$ cat src/rtl/comparator_pipe_bdeduffy.sv
// comparator_pipe_bdeduffy: two-stage signed/unsigned magnitude comparator with GT streak detector.
// Optional saturating event counters are compiled in with COMPARATOR_STATS_EN.
module comparator_pipe_bdeduffy #(
    parameter int WIDTH      = 8,
    parameter int STREAK_LEN = 4,
    parameter int COUNT_W    = 8
) (
    input  logic               clk,
    input  logic               reset_n,
    input  logic [WIDTH-1:0]   a_in,
    input  logic [WIDTH-1:0]   b_in,
    input  logic               mode_signed,
    input  logic               in_valid,
    input  logic               clear,
    output logic               aGTb,
    output logic               aGEb,
    output logic               aLTb,
    output logic               aLEb,
    output logic               aEQb,
    output logic               aNEb,
    output logic               out_valid,
    output logic               gt_streak,
    output logic [COUNT_W-1:0] cnt_gt,
    output logic [COUNT_W-1:0] cnt_eq,
    output logic [COUNT_W-1:0] cnt_lt
);
    typedef enum logic [1:0] {IDLE, RUN, HIT} streakState_t;
    logic [WIDTH-1:0] aReg, bReg;
    logic             modeReg, s1Valid, eq, lt;
    logic [7:0]       runLen;
    streakState_t     state;
    assign eq = aReg == bReg;
    assign lt = modeReg ? ($signed(aReg) < $signed(bReg)) : (aReg < bReg);
    assign gt_streak = state == HIT;
    always_ff @(posedge clk) begin
        if (!reset_n) begin
            s1Valid <= 1'b0;
            aReg    <= '0;
            bReg    <= '0;
            modeReg <= 1'b0;
        end else begin
            s1Valid <= in_valid;
            if (in_valid) begin
                aReg    <= a_in;
                bReg    <= b_in;
                modeReg <= mode_signed;
            end
        end
    end
    always_ff @(posedge clk) begin
        if (!reset_n) begin
            out_valid <= 1'b0;
            {aGTb, aGEb, aLTb, aLEb, aEQb, aNEb} <= '0;
        end else begin
            out_valid <= s1Valid;
            if (s1Valid) begin
                aEQb <= eq;
                aNEb <= ~eq;
                aLTb <= lt;
                aLEb <= lt | eq;
                aGTb <= ~lt & ~eq;
                aGEb <= ~lt;
            end
        end
    end
    // Only completed results move the streak; idle cycles leave it untouched
    always_ff @(posedge clk) begin
        if (!reset_n || clear) begin
            state  <= IDLE;
            runLen <= '0;
        end else if (out_valid) begin
            case (state)
                IDLE: if (aGTb) begin
                    runLen <= 8'd1;
                    state  <= (STREAK_LEN == 1) ? HIT : RUN;
                end
                RUN: if (aGTb) begin
                    runLen <= runLen + 8'd1;
                    if (runLen + 8'd1 == 8'(STREAK_LEN)) state <= HIT;
                end else begin
                    state  <= IDLE;
                    runLen <= '0;
                end
                HIT: if (!aGTb) begin
                    state  <= IDLE;
                    runLen <= '0;
                end
                default: state <= IDLE;
            endcase
        end
    end
`ifdef COMPARATOR_STATS_EN
    always_ff @(posedge clk) begin
        if (!reset_n || clear) begin
            cnt_gt <= '0;
            cnt_eq <= '0;
            cnt_lt <= '0;
        end else if (out_valid) begin
            if (aGTb && cnt_gt != '1) cnt_gt <= cnt_gt + COUNT_W'(1);
            if (aEQb && cnt_eq != '1) cnt_eq <= cnt_eq + COUNT_W'(1);
            if (aLTb && cnt_lt != '1) cnt_lt <= cnt_lt + COUNT_W'(1);
        end
    end
`else
    assign cnt_gt = '0;
    assign cnt_eq = '0;
    assign cnt_lt = '0;
`endif
endmodule

$ cat config.mk
export PLATFORM = sky130hd
export DESIGN_NAME = comparator_pipe_bdeduffy
export DESIGN_NICKNAME = d
export VERILOG_FILES = /design/src/rtl/comparator_pipe_bdeduffy.sv
export SDC_FILE = /design/constraint.sdc
export NUM_CORES = 1
export LEC_CHECK = 0
export CORE_ASPECT_RATIO = 0.8
export CORE_MARGIN = 2
export CORE_UTILIZATION = 30
export CTS_BUF_LIST = sky130_fd_sc_hd__clkbuf_8
export CTS_CLUSTER_DIAMETER = 100
export DETAILED_ROUTE_END_ITERATION = 6
export MAX_ROUTING_LAYER = met4
export PLACE_DENSITY = 0.66
export SLEW_MARGIN = 20
export SYNTH_ARGS = -nofsm -noshare
export SYNTH_HDL_FRONTEND = slang
export SYNTH_SLANG_ARGS = --single-unit
$ cat constraint.sdc
create_clock -name clk -period 2.9 [get_ports clk]
set_input_delay 0.58 -clock clk [delete_from_list [all_inputs] [get_ports clk]]
set_output_delay 0.58 -clock clk [all_outputs]
set_load 0.005 [all_outputs]
### Word level (Yosys, flattened, before mapping)

Cells that the tools add are included.

* register bits after elaboration: 35
* input port bits: 21
* output and inout bits: 32
* word-level logic and storage cells: 43

* add/subtract/negate cells: 1
* magnitude comparators: 2
* equal/unequal tests: 7
* multiplexer cells: 10
* bitwise logic cells: 4
* reduce and logical (&&, ||, !) cells: 6

Operators with widths (count)
* 8-bit 2-to-1 mux: 3
* 8-bit case mux with 3 select lines: 1
* 8-bit < comparator: 2
* 8-bit by 1-bit adder with 8-bit output, second input constant: 1
* 8-bit by 3-bit == test with 1-bit output, second input constant: 1
* 8-bit == test: 1
* 2-bit 2-to-1 mux: 4
* 4-bit AND reduction: 2
* 2-bit case mux with 3 select lines: 1
* 2-bit inequality test, second input constant: 2
* 3-bit inequality test, second input constant: 1
* 3-bit nonzero test: 1
* 2-bit by 1-bit == test with 1-bit output, second input constant: 1
* 2-bit == test, second input constant: 1
* 2-bit zero test: 1
* 1-bit inverter: 2
* 1-bit bitwise AND: 1
* 1-bit zero test: 1
* 1-bit logical OR: 1
* 1-bit 2-to-1 mux: 1
* 1-bit OR: 1

### Depth between registers and ports, before layout

Gate-level depths: netlist of the first run.

* depth in word-level cells: 5
* gate-level depth with buffers: 6
* gate-level depth less buffers: 6

### Worst setup path before layout of the first run

OpenSTA, ideal clock, no wires.

* kind: reg2reg
* start point: reg state[0]
* end point: reg runLen[5]
* setup time: 0.079 ns
* arrival time: 1.578 ns
* required time: 2.821 ns
* path slack: 1.243 ns
* cell stages (with the launch flop): 7
* path buffers: 0
* clock period less this slack: 1.657 ns
* cells stage by stage: dfxtp_1 > inv_1 > ha_1 > mux2i_1 > nand3_2 > or4_1 > o211ai_1

* cells in the longest elaborated chain, start to end: 3
* elaborated cells on any way between the ends: 8
* those cells by class: eq/ne: 4; mux: 1; reduce/logical: 3

RTL lines
* start: declaration: RTL line 31 `streakState_t state;`
* start signal: assignment: RTL line 75 `state <= (STREAK_LEN == 1) ? HIT : RUN;`
* 2-bit == test *
* named net gt_streak: RTL line 22 `output logic gt_streak,`
* 2-bit inequality test (no line) or 3-bit nonzero test (tied branches)
* 4-bit AND reduction (no line)
* end signal: assignment: RTL line 78 `runLen <= runLen + 8'd1;`
* end: declaration: RTL line 30 `logic [7:0] runLen;`

The timed path passes the listed nets; every way through them passes the cells marked *.
A chain may end at the register's enable or synchronous reset.

### Worst setup path after layout of the first run

* start point: reg state[0]
* end point: out gt_streak

* cells in the longest elaborated chain, start to end: 1

RTL lines
* 2-bit == test: RTL line 34 `assign gt_streak = state == HIT;`
* end: declaration: RTL line 22

Every way passes these cells.

==> results of run 1 <==
==> registers in the layout, summed over array words and instances (netlist names) <==
register,cells
aReg,8
bReg,8
runLen,8
state,2
aEQb,1
aGEb,1
aGTb,1
aLEb,1
aLTb,1
aNEb,1
modeReg,1
out_valid,1
s1Valid,1
==> worst max-delay path, delay by kind of cell (launching register included) <==
family                     cells  cell delay, ns
buffers and inverters          2            0.62
adders and majority gates      1            0.22
DFF                            1            0.35
==> metrics by stage <==
step	setup WS [ns]	instance area, sq um	hold WS, ns	std cells	total power (W)
final	0.852	2290	0.472	326	0.000994
after global routing	0.751	2290	0.511	326	0.00105
after CTS	0.830	2290	0.475	326	0.00101
after detailed placement	0.694	2210	0.461	318	0.000670
after global placement	0.740	2210	0.458	318	0.000669
after floorplan	1.24	2020	0.441	234	0.000635
==> worst paths after layout <==
| path | startpoint | endpoint | slack, ns |
|---|---|---|---|
| setup / recovery | state[0] | gt_streak | 0.85 |
| hold / removal | runLen[1] | runLen[1] | 0.47 |
| setup reg to reg | state[1] | runLen[7] | 1.04 |
| hold reg to reg | runLen[1] | runLen[1] | 0.47 |
==> layout by cell type (no fill, tap or decap), types with 2 or more instances in the layout <==
| cell type | Yosys | final |
|---|---|---|
| dfxtp_1 | 35 | 35 |
| clkdlybuf4s50_1 | 0 | 28 |
| conb_1 | 1 | 24 |
| mux2i_1 | 20 | 20 |
| nor2b_1 | 19 | 19 |
| inv_1 | 15 | 15 |
| nand2_1 | 14 | 14 |
| ha_1 | 13 | 13 |
| nor2_1 | 9 | 9 |
| o21ai_0 | 6 | 6 |
| a21oi_1 | 6 | 6 |
| clkbuf_8 | 0 | 5 |
| nand3_1 | 3 | 3 |
| a31oi_1 | 3 | 3 |
| and2_1 | 3 | 3 |
| clkinv_2 | 0 | 3 |
| nand2b_1 | 2 | 2 |
| nand3_2 | 2 | 2 |
| and3_1 | 2 | 2 |
| xor2_1 | 2 | 2 |
| nand3b_1 | 2 | 2 |
| nand4b_1 | 2 | 2 |
| nand4_1 | 2 | 2 |
| or3_1 | 2 | 2 |
| nor3_1 | 2 | 2 |
| o21a_1 | 2 | 2 |
| buf_4 | 24 | 2 |
==> kinds of logic (layout without fill, tap and decap cells) <==
logic type,count (synthesis),count (layout),synth area share (%)
xor gates and xnor gates,2,2,0.905
buffers and inverters,45,53,13.9
other,1,24,0.194
adders and majority gates,13,13,8.40
and+or+nand+nor,68,68,20.4
AOI/OAI and AO/OA,26,26,8.92
muxes,21,21,11.1
DFF,35,35,36.2
==> layer usage <==
layer	global-route usage [%]	vias up	share of wire, %
met1	15.1	629	53
met5	-	-	0
met2	15.5	46	39
met4	3.86	0	1.6
met3	3.56	4	6.3
li1	-	723	-
==> power by group <==
part	total [W]	switching, W	internal, W
Clock	0.000335	0.000171	0.000164
Sequential	0.000518	0.0000153	0.000502
Combinational	0.000141	0.0000621	0.0000786
Total	0.000994	0.000248	0.000745
==> cell type report <==
cell class / instances / area [sq um] / share of cell area (%)
Clock buffer: 5 / 68.8 / 3.00
Clock inverter: 3 / 15.0 / 0.654
Inverter: 15 / 56.3 / 2.45
Multi-Input combinational cell: 154 / 1050 / 45.9
Sequential cell: 35 / 701 / 30.5
Tap cell: 84 / 105 / 4.58
Timing Repair Buffer: 30 / 295 / 12.9
==> metrics.md, run 1 <==
| Metric | Value |
|---|---|
| Status | `finished clean` |
| Ant. Diodes | `0` |
| Fin crit period | `just over 2 ns` |
| Post-synthesis cell type count | `between 40 and 50` |
| Critical path's slowest cell | `clkdlybuf4s50_1` |
| Yosys top cell area share | `a little over a third` |
| Layout Nets | `~280` |
| MaxCap Viol Count | `0` |
| Area growth from synthesis to layout | `18.5%` |
| Most frequent cell after synthesis | `dfxtp_1` |
| Synth warn | `0` |
| Total gr overflow | `0` |
| Sinks on the clock net | `35` |
| Worst slew pin tran | `0.591 ns` |
| Commonest cells post-synth | `dfxtp_1 (35), buf_4 (24), mux2i_1 (20)` |
| Row cnt | `26` |
| RSZ-0062 raised after global routing | `no` |
| Post-CTS setup buffer count | `0` |
| Initial antenna violation count | `0` |
| First-pass GRT wire length | `roughly 6.0 mm` |
| # IOs | `53` |
| Syn Inst Count | `approximately 210` |
| PD cells | `about 430 nW/um^2` |
| Post-Route WL | `around 3.5 mm` |
| # fillers | `664` |
| Die height | `between 70 and 80 microns` |
| Mean Syn Cell Area | `9.18 sq um` |
| DP Wirelength | `2.66 mm` |
| Max incr delay on CP | `approximately 0.53 ns` |
| Initial Util | `a little under a third` |
| Clk_lat worst skew | `roughly 0.28 ns` |
| DR iter-0 viols | `67` |
| Clock slew at reported path FFs | `about 0.070 ns` |
| Vias in the first global route | `1281` |
| Fraction of layout cells with a size suffix above 1 | `approximately 6.6%` |
| Antenna viol nets, final | `0` |
| Max-slew headroom | `about three fifths` |
| Max clock buf depth | `2` |
| Cts hold-fix bufs | `0` |
| Yosys top cell by area | `dfxtp_1` |
| Detailed-route via count | `1402` |
| Worst-path cell chain | `inv_1 > ha_1 > clkdlybuf4s50_1` |
| Max-slew violations | `0` |
| GRT Total Usage | `between 10 and 15%` |
| Syn Std Cell Area | `slightly below 2000 sq um` |
| Hold Crit Depth | `2` |
| CTS root buf | `clkbuf_8` |
| Die width | `around 94 microns` |
| Detailed-route DRC error count | `0` |
| # setup viols final | `0` |
| Hold/Removal Path Class | `reg2reg` |
| Die area | `approximately 7000 sq um` |
| Main synth FF type | `dfxtp_1` |
| Post-Route Utilization | `36.4%` |
| VDD IR max | `around 350 uV` |
| CTS tree | `done` |
| H-tree depth | `2` |
| CP Class | `reg2out` |
| Worst setup SP type | `flop` |
| Largest net degree at the start of global routing | `25` |
| Final Cycle Share | `between 70 and 80%` |
| GP Congestion | `0.790` |
| Post-synth EDFFs | `0` |
| R2R cell count | `6` |
| Post-synthesis sequential area ratio | `36.2%` |
| 1st-pass router iterations | `4` |
| Area contributors post-synth | `dfxtp_1 (36%), mux2i_1 (10%), buf_4 (9.3%), ha_1 (8.4%), nor2b_1 (6.1%)` |
| Pleak | `roughly 0.93 nW` |
| CP endpoint kind | `primary output` |
| Skew final | `0.00588 ns` |
| Setup TNS Final | `0 ns` |
| FMAX | `just under 500 MHz` |
| Port Buf Inserts | `28` |
| Total CTS buffers | `5` |
| #FFs+latches synth | `35` |
| WP data required | `between 2 and 2.5 ns` |
| Wire per inst | `between 10 and 15 microns` |
| Asr flop ratio synth | `0%` |
| Crit-path max FO | `4` |
| Critical path arrival | `1.47 ns` |
| Final Hold Fails | `0` |
| Routed vias/inst | `about 4.3` |
| Post-CTS sizing | `0` |
| Core Box Area | `roughly 6300 sq um` |
Note: power is estimated with default switching activity, not from simulation.
==> inputs of run 2 (changes only) <==
==> constraint.sdc (replaced) <==
create_clock -name clk -period 2.05 [get_ports clk]
set_input_delay 0.41 -clock clk [delete_from_list [all_inputs] [get_ports clk]]
set_output_delay 0.41 -clock clk [all_outputs]
set_load 0.005 [all_outputs]
==> run 2 against run 1 <==
Critical path depth stayed put; critical path type unchanged; core utilization is 0.14 points higher; largest power group unchanged; final cell count rose by 0.31%; via count is 0.14% lower; clock power grew 48%; combinational power rose by 43%; power rose by 44%; final area up 0.38%.
==> metrics.md, run 2 (synthesis gave the netlist of run 1 again) <==
| Metric | Value |
|---|---|
| Status | `finished clean (unchanged)` |
| 1st-pass router iterations | `4 (unchanged)` |
| Met3 GRT Util | `3.86% (was 3.56%)` |
| Critical path arrival | `1.49 ns (was 1.47 ns)` |
| Die area | `7120 sq um (unchanged)` |
| Most frequent cells in the layout | `dfxtp_1 (35), clkdlybuf4s50_1 (28), conb_1 (24) (unchanged)` |
| Final Cycle Share | `between 90% and 100%` |
| Die width | `93.8 microns (unchanged)` |
| Int Power | `0.00106 W (was 0.000745 W)` |
| # fillers | `659 (was 664)` |
| Worst setup SP type | `flop (unchanged)` |
| Crit-path max FO | `4 (unchanged)` |
| Min Hold Slack | `0.473 ns (was 0.472 ns)` |
| Ant. Diodes | `0 (unchanged)` |
| DR iter-0 viols | `66 (was 67)` |
| FMAX | `527 MHz` |
| Max-slew violations | `0 (unchanged)` |
| Fin crit period | `around 1.9 ns` |
| Final Hold Fails | `0 (unchanged)` |
| Post-CTS setup buffer count | `0 (unchanged)` |
| Post-Route WL | `3.57 mm (was 3.55 mm)` |
| Sinks on the clock net | `35 (unchanged)` |
| Sw power | `0.000373 W (was 0.000248 W)` |
| GP Congestion | `0.837 (was 0.790)` |
| Die height | `75.9 microns (unchanged)` |
| Clock slew at reported path FFs | `0.08 ns (was 0.07 ns)` |
| Largest regs | `aReg x8, bReg x8, runLen x8 (unchanged)` |
| Layout Nets | `276 (was 275)` |
| Cts hold-fix bufs | `0 (unchanged)` |
| Initial antenna violation count | `0 (unchanged)` |
| Setup TNS Final | `0 ns (unchanged)` |
| Max-slew headroom | `62.4% (was 60.5%)` |
| MaxCap Viol Count | `0 (unchanged)` |
| Max clock buf depth | `2 (unchanged)` |
| Vias in the first global route | `1315 (was 1281)` |
| Antenna viol nets, final | `0 (unchanged)` |
| Worst setup margin | `0.154 ns (was 0.852 ns)` |
| WP data required | `1.64 ns (was 2.32 ns)` |
| Pre-CTS setup slack | `0.224 ns (was 0.694 ns)` |
| Clk_lat worst skew | `0.29 ns (was 0.28 ns)` |
| Pleak | `0.929 nW (was 0.927 nW)` |
| CP endpoint kind | `primary output (unchanged)` |
| Skew final | `0.00738 ns (was 0.00588 ns)` |
| Largest net degree at the start of global routing | `25 (unchanged)` |
| PD cells | `620 nW/um^2 (was 433 nW/um^2)` |
| DP Wirelength | `2.65 mm (was 2.66 mm)` |
| Area growth from synthesis to layout | `18.9% (was 18.5%)` |
| Met2 Resource Use GR | `16.3% (was 15.5%)` |
| Most common cell after layout, fill and taps aside | `dfxtp_1 (unchanged)` |
| Comb power frac | `14.1% (was 14.2%)` |
| Wire per inst | `10.9 microns (about the same)` |
| Detailed-route DRC error count | `0 (unchanged)` |
| Detailed-route via count | `1400 (was 1402)` |
| VDD IR max | `308 uV (was 354 uV)` |
| GRT met1 Usage | `14.3% (was 15.1%)` |
| CP Class | `reg2out (unchanged)` |
| Worst slew pin tran | `0.562 ns (was 0.591 ns)` |
| First-pass GRT wire length | `5.96 mm (was 5.98 mm)` |
| Fraction of layout cells with a size suffix above 1 | `6.58% (was 6.61%)` |
| Port Buf Inserts | `28 (unchanged)` |
| GRT Total Usage | `11.2% (was 11.1%)` |
| Core Box Area | `6310 sq um (unchanged)` |
| Initial Util | `30.7% (unchanged)` |
| # IOs | `53 (unchanged)` |
| Routed vias/inst | `4.28 (was 4.30)` |
| Total gr overflow | `0 (unchanged)` |
| Row cnt | `26 (unchanged)` |
| Clock power share | `34.7% (was 33.7%)` |
| Hold/Removal Path Class | `reg2reg (unchanged)` |
| R2R cell count | `6 (unchanged)` |
| Post-CTS sizing | `0 (unchanged)` |
| Total CTS buffers | `5 (unchanged)` |
| Switching share of total power | `26.1% (was 25.0%)` |
| Flop pwr share | `51.2% (was 52.1%)` |
| # setup viols final | `0 (unchanged)` |
| CTS tree | `done (unchanged)` |
| CTS root buf | `clkbuf_8 (unchanged)` |
| RSZ-0062 raised after global routing | `no (unchanged)` |
| H-tree depth | `2 (unchanged)` |
| Hold Crit Depth | `2 (unchanged)` |
| Top Usage Layer GRT | `met2 (unchanged)` |
[run 2: metrics by stage]
stage	cells	area [sq um]	power (W)	utilization, %
6_report	327	2300	0.00143	36.5
2_1_floorplan	234	2020	0.000898	-
5_1_grt	327	2300	0.00151	36.5
3_3_place_gp	319	2220	0.000947	35.2
4_1_cts	327	2300	0.00145	36.5
3_5_place_dp	319	2220	0.000949	35.2
[run 2: final cells by class]
cell class                 count  area, sq um  share of cell area [%]
sequential                    35          701                    30.4
clock buffer                   5         68.8                    2.99
multi-input combinational    154         1050                    45.7
timing repair buffer          31          303                    13.1
tap                           84          105                    4.56
clock inverter                 3         16.3                   0.706
inverter                      15         56.3                    2.44
[run 2: per-layer routing]
layer | up-vias | part of all wire (%)
met5 | - | 0
met4 | 0 | 2.2
met3 | 7 | 4.6
met2 | 45 | 39
met1 | 623 | 54
li1 | 725 | -
[run 2: worst paths after layout]
check	endpoint	startpoint	slack [ns]
setup / recovery	gt_streak	state[0]	0.15
hold / removal	runLen[1]	runLen[1]	0.47
setup reg to reg	runLen[5]	state[0]	0.19
hold reg to reg	runLen[1]	runLen[1]	0.47
[run 2: critical path: stages, from the launching register on]
cell	delay, ns
dfxtp_1	0.35
inv_1	0.09
ha_1	0.23
clkdlybuf4s50_1	0.53
[run 2: power groups by stage]
stage                     registers [W]  logic [W]  clock network (W)
final                          0.000732   0.000201           0.000496
after global routing           0.000736   0.000229           0.000544
after detailed placement       0.000748   0.000201                  0
after floorplan                0.000742   0.000156                  0
after CTS                      0.000732   0.000203           0.000515
after global placement         0.000748   0.000199                  0
==> inputs of run 3 (changes only) <==
--- a/config.mk
+++ b/config.mk
@@ -6,13 +6,14 @@
 export NUM_CORES = 1
 export LEC_CHECK = 0
 export CORE_ASPECT_RATIO = 0.8
-export CORE_MARGIN = 2
+export CORE_MARGIN = 1
 export CORE_UTILIZATION = 30
 export CTS_BUF_LIST = sky130_fd_sc_hd__clkbuf_8
 export CTS_CLUSTER_DIAMETER = 100
 export DETAILED_ROUTE_END_ITERATION = 6
 export MAX_ROUTING_LAYER = met4
 export PLACE_DENSITY = 0.66
+export REMOVE_ABC_BUFFERS = 1
 export SLEW_MARGIN = 20
 export SYNTH_ARGS = -nofsm -noshare
 export SYNTH_HDL_FRONTEND = slang
==> run 3 against run 2 <==
Wire length shrank 6.4%; hold slack better by 0.0074 ns; register-to-register slack gained 0.03 ns; critical path depth decreased by 1; clock-buffer cell count unchanged; clock power decreased by 13%; final cell count is 1.5% lower; fmax increased by 2.3%; worst setup slack improved by 0.043 ns.
==> metrics.md, run 3 (synthesis gave the netlist of run 1 again) <==
| Metric | Value |
|---|---|
| Port Buf Inserts | `28 (unchanged)` |
| Sinks on the clock net | `35 (unchanged)` |
| MaxCap Viol Count | `0 (unchanged)` |
| Die width | `91.8 microns (was 93.8 microns)` |
| GP Congestion | `0.829 (was 0.837)` |
| H-tree depth | `2 (unchanged)` |
| Max-slew headroom | `63.9% (was 62.4%)` |
| CTS root buf | `clkbuf_8 (unchanged)` |
| Flop pwr share | `53.7% (was 51.2%)` |
| Worst-path cell chain | `ha_1 > clkdlybuf4s50_1 (was inv_1 > ha_1 > clkdlybuf4s50_1)` |
| Clock slew at reported path FFs | `0.06 ns (was 0.08 ns)` |
| Core Box Area | `6070 sq um (was 6310 sq um)` |
| # setup viols final | `0 (unchanged)` |
| Worst setup SP type | `flop (unchanged)` |
| Sw power | `0.000321 W (was 0.000373 W)` |
| Routed vias/inst | `4.19 (was 4.28)` |
| Switching share of total power | `23.5% (was 26.1%)` |
| Max incr delay on CP | `0.52 ns (was 0.53 ns)` |
| CP Class | `reg2out (unchanged)` |
| Max-slew violations | `0 (unchanged)` |
| Hold Crit Depth | `2 (unchanged)` |
| Post-Layout Cell Count | `322 (was 327)` |
| Antenna viol nets, final | `0 (unchanged)` |
| Largest net degree at the start of global routing | `23 (was 25)` |
| CTS tree | `done (unchanged)` |
| Hold/Removal Path Class | `reg2reg (unchanged)` |
| Reg2Reg Launch Point | `state[1] (was state[0])` |
| R2r setup slk | `0.22 ns (was 0.19 ns)` |
| Max clock buf depth | `2 (unchanged)` |
| Worst R2R End | `runLen[7] (was runLen[5])` |
| VDD IR max | `226 uV (was 308 uV)` |
| DP Wirelength | `2.59 mm (was 2.65 mm)` |
| Comb power frac | `14.5% (was 14.1%)` |
| Post-Route Utilization | `37.7% (was 36.5%)` |
| Area growth from synthesis to layout | `18.1% (was 18.9%)` |
| Pre-CTS setup slack | `0.109 ns (was 0.224 ns)` |
| Post-CTS sizing | `0 (unchanged)` |
| Fin crit period | `1.85 ns (was 1.90 ns)` |
| Critical path arrival | `1.44 ns (was 1.49 ns)` |
| Die area | `6780 sq um (was 7120 sq um)` |
| Final Hold Fails | `0 (unchanged)` |
| Largest regs | `aReg x8, bReg x8, runLen x8 (unchanged)` |
| Ant. Diodes | `0 (unchanged)` |
| Hold EP | `runLen[1] (unchanged)` |
| CP endpoint kind | `primary output (unchanged)` |
| Total gr overflow | `0 (unchanged)` |
| WP data required | `1.64 ns (about the same)` |
| Worst slew pin tran | `0.540 ns (was 0.562 ns)` |
| Wire per inst | `10.4 microns (was 10.9 microns)` |
| Initial Util | `31.9% (was 30.7%)` |
| 1st-pass router iterations | `4 (unchanged)` |
| Most common cell after layout, fill and taps aside | `dfxtp_1 (unchanged)` |
| DR iter-0 viols | `67 (was 66)` |
| Fraction of layout cells with a size suffix above 1 | `5.81% (was 6.58%)` |
| Post-CTS setup buffer count | `0 (unchanged)` |
| Critical path's slowest cell | `clkdlybuf4s50_1 (unchanged)` |
| Most frequent cells in the layout | `dfxtp_1 (35), clkdlybuf4s50_1 (28), conb_1 (24) (unchanged)` |
| Clk_lat worst skew | `0.28 ns (was 0.29 ns)` |
| First-pass GRT wire length | `5.69 mm (was 5.96 mm)` |
| RSZ-0062 raised after global routing | `no (unchanged)` |
| Initial antenna violation count | `0 (unchanged)` |
| # IOs | `53 (unchanged)` |
| Worst setup margin | `0.197 ns (was 0.154 ns)` |
| Vias in the first global route | `1231 (was 1315)` |
| Setup TNS Final | `0 ns (unchanged)` |
| Clock power share | `31.8% (was 34.7%)` |
| Crit-path max FO | `4 (unchanged)` |
| Row cnt | `25 (was 26)` |
| Cts hold-fix bufs | `0 (unchanged)` |
| Dpl cells | `316 (was 319)` |
| Final Cycle Share | `90.4% (was 92.5%)` |
| FMAX | `540 MHz (was 527 MHz)` |
| Min-delay src | `runLen[1] (unchanged)` |
| Total CTS buffers | `5 (unchanged)` |
| Layout Nets | `276 (unchanged)` |
| R2R cell count | `6 (unchanged)` |
| Post-Route WL | `3.34 mm (was 3.57 mm)` |
| Int Power | `0.00104 W (was 0.00106 W)` |
| PD cells | `597 nW/um^2 (was 620 nW/um^2)` |
| Detailed-route via count | `1349 (was 1400)` |
| Skew final | `0.00393 ns (was 0.00738 ns)` |
| Detailed-route DRC error count | `0 (unchanged)` |
| GRT Total Usage | `11.2% (about the same)` |
| Die height | `73.9 microns (was 75.9 microns)` |
| Pleak | `0.925 nW (was 0.929 nW)` |
| Status | `finished clean (unchanged)` |
[run 3: cell types whose count changed in the layout (fill, tap and decap cells not counted), sizes merged]
cell      before  now
clkinv         1    0
clkinvlp       1    0
[run 3: how the worst max path moves through the flow]
stage	depth (start not counted)	slack [ns]	startpoint	endpoint
2_1_floorplan	6	0.39	state[0]	runLen[5]
3_3_place_gp	5	0.12	reset_n	runLen[5]
3_5_place_dp	5	0.11	reset_n	runLen[5]
4_1_cts	2	0.18	state[1]	gt_streak
5_1_grt	6	0.09	state[0]	runLen[5]
6_report	2	0.20	state[1]	gt_streak
[run 3: area by class of cell]
type                       instances  area [sq um]
tap                               81           101
multi-input combinational        154          1050
sequential                        35           701
clock inverter                     1          3.75
clock buffer                       5          68.8
inverter                          15          56.3
timing repair buffer              31           303
fill                             620          3780
[run 3: metrics by stage]
stage	total power [W]	instance area, sq um	hold slack, ns
after global routing	0.00145	2290	0.513
after global placement	0.000948	2210	0.459
after detailed placement	0.000949	2210	0.462
final	0.00137	2290	0.480
after floorplan	0.000851	1810	0.444
after CTS	0.00139	2290	0.487
[run 3: power groups by stage]
| stage | Clock [W] | Sequential [W] | Combinational, W |
|---|---|---|---|
| detailed placement | 0 | 0.000748 | 0.000200 |
| finish | 0.000434 | 0.000733 | 0.000198 |
| global placement | 0 | 0.000748 | 0.000199 |
| CTS | 0.000451 | 0.000734 | 0.000201 |
| global route | 0.000485 | 0.000738 | 0.000226 |
| floorplan | 0 | 0.000743 | 0.000108 |
[run 3: critical path: cells and delay by family, from the launching register on]
family                   cells  cell delay [ns]
adder cells (fa/ha/maj)      1             0.24
buffers and inverters        1             0.52
flip-flops                   1             0.40
[run 3: per-layer routing]
metal	routed length, microns	track usage, %	vias up
li1	-	-	730
met3	151	3.42	4
met5	0	-	-
met1	1740	14.3	580
met4	66	5.21	0
met2	1380	16.3	35
